`config.mk`:
```
export PLATFORM = sky130hd
export DESIGN_NAME = pwm_multi
export DESIGN_NICKNAME = d
export VERILOG_FILES = /design/src/rtl/pwm_pkg.sv /design/src/rtl/button_debounce.sv /design/src/rtl/pwm_multi.sv
export SDC_FILE = /design/constraint.sdc
export NUM_CORES = 1
export LEC_CHECK = 0
export CAP_MARGIN = 10
export CELL_PAD_IN_SITES_DETAIL_PLACEMENT = 1
export CELL_PAD_IN_SITES_GLOBAL_PLACEMENT = 1
export CORE_UTILIZATION = 49
export CTS_BUF_LIST = sky130_fd_sc_hd__clkbuf_8
export DETAILED_ROUTE_END_ITERATION = 7
export PLACE_DENSITY_LB_ADDON = 0.1
export RECOVER_POWER = 50
export SYNTH_ARGS = -nofsm -noshare
export SYNTH_HDL_FRONTEND = slang
export SYNTH_SLANG_ARGS = --single-unit
```
`constraint.sdc`:
```
create_clock -name i_clk -period 2.5 [get_ports i_clk]
set_clock_uncertainty 0.05 [all_clocks]
set_input_delay 0.5 -clock i_clk [delete_from_list [all_inputs] [get_ports i_clk]]
set_output_delay 0.5 -clock i_clk [all_outputs]
set_load 0.005 [all_outputs]
```
`src/rtl/pwm_pkg.sv`:
```
// Shared constants and helpers for the multi-channel PWM block.
package pwm_pkg;

  localparam logic MODE_ALIGNED = 1'b0;
  localparam logic MODE_STAGGER = 1'b1;

  // Phase offset of channel k when the channels are spread evenly over one period.
  function automatic int unsigned stagger_offset(input int unsigned k,
                                                 input int unsigned width,
                                                 input int unsigned channels);
    return (k << width) / channels;
  endfunction

  function automatic int unsigned sat_step(input int unsigned duty,
                                           input int unsigned step,
                                           input int unsigned max_duty,
                                           input logic        up);
    int unsigned r;
    if (up) r = ((duty + step) > max_duty) ? max_duty : duty + step;
    else    r = (duty < step) ? 0 : duty - step;
    return r;
  endfunction

endpackage

```
`src/rtl/button_debounce.sv`:
```
// Raw button to single-cycle press pulse: 2-flop synchronizer, counting debouncer, rising-edge detect.
module button_debounce #(
  parameter int DEBOUNCE = 2
) (
  input  logic i_clk,
  input  logic i_rst_n,
  input  logic i_btn,
  output logic o_press
);

  localparam int CW = (DEBOUNCE > 1) ? $clog2(DEBOUNCE) : 1;

  logic          r_sync1;
  logic          r_sync2;
  logic          r_deb;
  logic          r_deb_d;
  logic          r_armed;
  logic [1:0]    r_fill;
  logic [CW-1:0] r_dcnt;

  // A press is only honoured once the button has been seen released after reset.
  always_ff @(posedge i_clk or negedge i_rst_n) begin
    if (!i_rst_n) begin
      r_sync1 <= 1'b0;
      r_sync2 <= 1'b0;
      r_deb   <= 1'b0;
      r_deb_d <= 1'b0;
      r_armed <= 1'b0;
      r_fill  <= '0;
      r_dcnt  <= '0;
    end else begin
      r_sync1 <= i_btn;
      r_sync2 <= r_sync1;
      r_fill  <= {r_fill[0], 1'b1};
      r_deb_d <= r_deb;
      if (r_fill[1] && !r_sync2) r_armed <= 1'b1;
      if (r_sync2 != r_deb) begin
        if (r_dcnt == CW'(DEBOUNCE - 1)) begin
          r_deb  <= ~r_deb;
          r_dcnt <= '0;
        end else begin
          r_dcnt <= r_dcnt + 1'b1;
        end
      end else begin
        r_dcnt <= '0;
      end
    end
  end

  assign o_press = r_deb & ~r_deb_d & r_armed;

endmodule

```
`src/rtl/pwm_multi.sv`:
```
// CHANNELS PWM outputs from one shared period counter; button-stepped duties shadowed to the period wrap.
module pwm_multi
  import pwm_pkg::*;
#(
  parameter int WIDTH    = 8,
  parameter int CHANNELS = 4,
  parameter int STEP     = 1,
  parameter int DEBOUNCE = 2
) (
  input  logic                                             i_clk,
  input  logic                                             i_rst_n,
  input  logic                                             i_increase_duty,
  input  logic                                             i_decrease_duty,
  input  logic [((CHANNELS > 1) ? $clog2(CHANNELS) : 1)-1:0] i_sel,
  input  logic                                             i_mode,
  output logic [CHANNELS-1:0]                              o_pwm,
  output logic [WIDTH:0]                                   o_duty
);

  localparam int          DW   = WIDTH + 1;
  localparam int          SW   = (CHANNELS > 1) ? $clog2(CHANNELS) : 1;
  localparam int unsigned FULL = 1 << WIDTH;

  logic                w_inc;
  logic                w_dec;
  logic                w_wrap;
  logic [WIDTH-1:0]    r_cnt;
  logic                r_mode_a;
  logic [DW-1:0]       r_duty_p [CHANNELS];
  logic [DW-1:0]       r_duty_a [CHANNELS];
  logic [WIDTH-1:0]    w_ph     [CHANNELS];
  logic [CHANNELS-1:0] w_hi;
  logic [CHANNELS-1:0] r_pwm;

  button_debounce #(.DEBOUNCE(DEBOUNCE)) u_inc (
    .i_clk   (i_clk),
    .i_rst_n (i_rst_n),
    .i_btn   (i_increase_duty),
    .o_press (w_inc)
  );

  button_debounce #(.DEBOUNCE(DEBOUNCE)) u_dec (
    .i_clk   (i_clk),
    .i_rst_n (i_rst_n),
    .i_btn   (i_decrease_duty),
    .o_press (w_dec)
  );

  assign w_wrap = &r_cnt;

  // Period counter; the active duties and mode are reloaded only on the wrap edge.
  always_ff @(posedge i_clk or negedge i_rst_n) begin
    if (!i_rst_n) begin
      r_cnt    <= '0;
      r_mode_a <= MODE_ALIGNED;
      r_duty_a <= '{default: '0};
    end else begin
      r_cnt <= r_cnt + 1'b1;
      if (w_wrap) begin
        r_duty_a <= r_duty_p;
        r_mode_a <= i_mode;
      end
    end
  end

  // Simultaneous increase and decrease presses cancel.
  always_ff @(posedge i_clk or negedge i_rst_n) begin
    if (!i_rst_n) begin
      r_duty_p <= '{default: '0};
    end else if (w_inc ^ w_dec) begin
      for (int k = 0; k < CHANNELS; k++) begin
        if (i_sel == SW'(k))
          r_duty_p[k] <= DW'(sat_step(32'(r_duty_p[k]), STEP, FULL, w_inc));
      end
    end
  end

  always_comb begin
    w_hi = '0;
    for (int k = 0; k < CHANNELS; k++) begin
      w_ph[k] = r_cnt;
      if (r_mode_a == MODE_STAGGER)
        w_ph[k] = r_cnt + WIDTH'(stagger_offset(k, WIDTH, CHANNELS));
      w_hi[k] = ({1'b0, w_ph[k]} < r_duty_a[k]);
    end
  end

  // Registered compare: outputs lag the counter by one cycle.
  always_ff @(posedge i_clk or negedge i_rst_n) begin
    if (!i_rst_n) r_pwm <= '0;
    else          r_pwm <= w_hi;
  end

  assign o_pwm  = r_pwm;
  assign o_duty = r_duty_p[i_sel];

endmodule

```
==> impl_metrics.env <==
export IMPL_status="finished, final reports clean"
export IMPL_cp_data_arrival_time_ps=1910
export IMPL_n_antenna_cell=0
export IMPL_hpwl_mm=14.5
export IMPL_postLayoutCellArea_um2=7650
export IMPL_drc=0
export IMPL_slew_viol_final=0
export IMPL_worst_hold_slack_ps=306
export IMPL_tightest_slew_ps=682
export IMPL_grt_overflow_total=0
export IMPL_ir_drop_mv=0.660
export IMPL_layout_commonest_cell="dfrtp_1"
export IMPL_path_class="reg -> out"
export IMPL_area_growth_pct=15.3
export IMPL_end_kind="output pin"
export IMPL_numCtsBuffers=9
export IMPL_h_tree_depth=3
export IMPL_ios=20
export IMPL_dieArea_um2=14000
export IMPL_synth_compound_area_share_pct=19.1
export IMPL_hp_class="reg -> reg"
export IMPL_vias_per_cell=6.27
export IMPL_synth_cells=734
export IMPL_synth_cell_types=67
export IMPL_hold_violations=0
export IMPL_report_power_total_mw=7.17
export IMPL_cts_root_buf="clkbuf_8"
export IMPL_final_cell_mix="dfrtp_1, nand2_1, o21ai_0, inv_1, buf_4"
export IMPL_maxCapViolCount=0
export IMPL_start_util_pct=50.1
export IMPL_synth_edf_count=0
export IMPL_io_buffers=19
export IMPL_clock_sinks=99
export IMPL_rows=42
export IMPL_fmax_mhz=407
export IMPL_routabilityCongestion=0.900
export IMPL_die_h_um=118
export IMPL_wl_per_cell_um=21.6
export IMPL_crit_chain="buf_4, mux4_2, clkdlybuf4s50_1"
export IMPL_final_cell_count_no_fill=953
export IMPL_synth_simple_area_share_pct=18.0
export IMPL_muxShareOfSynthArea_pct=8.42
export IMPL_worstSkewPairLatency_ps=390
export IMPL_dpl_cell_count=928
export IMPL_synthArstFlopShare_pct=100
export IMPL_drive_gt1_share_pct=17.1
export IMPL_ys_flop_type="dfrtp_1"
export IMPL_core_area_um2=13200
export IMPL_synth_xor_area_share_pct=2.90
export IMPL_postSynthAreaPerCell_um2=9.04
export IMPL_finalSetupViolCount=0
export IMPL_clk_pin_slew_ps=100
export IMPL_critPathSlowestCell="clkdlybuf4s50_1"
export IMPL_clockBufferDepth=2
export IMPL_syn_num_nets=783
export IMPL_grt_pass1_wl_mm=33.9
export IMPL_dr_pass1_iters=4
export IMPL_relSlewSlack_pct=54.3
export IMPL_die_x_um=118
export IMPL_ant_nets=0
export IMPL_drtIter0Drc=463
export IMPL_fin_nets=821
export IMPL_placed_cell_area_um2=7260
export IMPL_synth_top_family_by_area="compound AO/OA/AOI/OAI gates"
export IMPL_cp_start_kind="flop"
export IMPL_rsz0062_at_grt="no"
export IMPL_num_vias=5973
export IMPL_grt_pass1_vias=6362
export IMPL_cp_max_fo=9
export IMPL_synth_area_um2=6640
export IMPL_period_needed_ps=2460
export IMPL_synthAdderAreaFrac_pct=7.92
export IMPL_power_density_nw_per_um2=937
export IMPL_slowest_delay_ps=470
export IMPL_totalWireLength_mm=20.6
export IMPL_yosysWarnings=0
export IMPL_antenna_found_initial=0
export IMPL_cts_tree="done"
export IMPL_synth_seq_cells=99
export IMPL_leakagePower_nw=3.24
export IMPL_required_ps=1950
export IMPL_timing_final_crit_share_pct=98.4
export IMPL_track_usage_pct=30.9
export IMPL_grt_max_degree=51
export IMPL_postLayoutCoreUtil_pct=57.8
export IMPL_yosysSeqAreaShare_pct=37.3
[final timing paths]
check / from / end / slack (ps) / depth (start not counted)
min reg2reg: u_dec.r_fill[0] / u_dec.r_fill[1] / 310 / 0
max in group asynchronous: i_rst_n / r_duty_p[5] / 860 / 3
min: u_dec.r_fill[0] / u_dec.r_fill[1] / 310 / 0
max reg2reg: r_duty_p[31] / r_duty_p[33] / 140 / 6
min in group asynchronous: i_rst_n / r_duty_p[15] / 520 / 2
max: r_duty_p[27] / o_duty[0] / 40 / 3
[critical path, delay by kind of cell (launching register included)]
| family | cells | cell delay [ps] |
|---|---|---|
| flip-flops | 1 | 390 |
| multiplexers | 1 | 460 |
| buffers and inverters | 2 | 670 |
[routing by layer]
| layer | vias up | wire length, µm | global-route usage (%) | share of wire (%) |
|---|---|---|---|---|
| met5 | - | 0 | 0 | 0 |
| met4 | 0 | 597 | 12.3 | 2.9 |
| met3 | 46 | 968 | 4.39 | 4.7 |
| met2 | 168 | 9930 | 50.7 | 48 |
| met1 | 3020 | 9110 | 41.1 | 44 |
| li1 | 2739 | - | - | - |
[timing repair]
item	in CTS	in global routing
hold endpoints to repair	23	0
endpoints found under the setup margin	9	6
gates cloned	1	1
resized for setup	11	5
hold buffers	1	0
buffers inserted	3	3
[registers in the layout, indices dropped and copies added, names as in the netlist, 2 cells and up]
| register | flops |
|---|---|
| r_cnt | 8 |
| u_dec.r_fill | 2 |
| r_duty_p | 36 |
| r_duty_a | 36 |
| o_pwm | 4 |
[stage by stage]
stage	setup TNS [ps]	worst slack (ps)
floorplan	0	455
global placement	-1610	-182
detailed placement	-1870	-233
CTS	0	5.38
global route	0	10.7
finish	0	40.7
[final cells by class]
type                       instances  area, µm²
fill                            1567       5590
sequential                        99       2490
multi-input combinational        533       3750
clock inverter                     5        124
clock buffer                      11        151
tap                              176        220
timing repair buffer              77        726
inverter                          52        195
[cell families after synthesis]
group                    count (synthesis)
other                                    1
adder cells (fa/ha/maj)                 42
flip-flops                              99
buffers and inverters                  102
multiplexers                            41
AND/OR/NAND/NOR                        236
XOR/XNOR                                22
AO/OA/AOI/OAI                          191
[synthesized netlist by cell type, types with 6 or more instances]
library cell / number / area, µm²
nand2_1: 57 / 214
xor2_1: 7 / 61.3
ha_1: 42 / 526
dfrtp_1: 99 / 2480
nand2b_1: 9 / 56.3
a31oi_1: 17 / 106
nand3_1: 31 / 155
or3_1: 8 / 50.1
nor2_1: 47 / 176
o211ai_1: 8 / 60.1
and4_1: 6 / 52.6
and3_1: 11 / 68.8
o31ai_1: 8 / 60.1
o21ai_0: 57 / 285
nor3_1: 21 / 105
nand4_1: 11 / 68.8
mux4_2: 9 / 203
clkbuf_1: 31 / 116
xnor2_1: 15 / 131
inv_1: 52 / 195
a21oi_1: 32 / 160
buf_2: 17 / 85.1
mux2_2: 29 / 327
nor4_1: 10 / 62.6
a21o_1: 18 / 135
[report_power, final]
part / internal, mW / switching, mW / leakage [nW] / total [mW]
logic: 1.35 / 1.95 / 1.86 / 3.30
registers: 1.88 / 0.579 / 1.24 / 2.46
clock network: 0.818 / 0.597 / 0.141 / 1.42
total: 4.05 / 3.12 / 3.24 / 7.17
(Power assumes the default switching activity.)
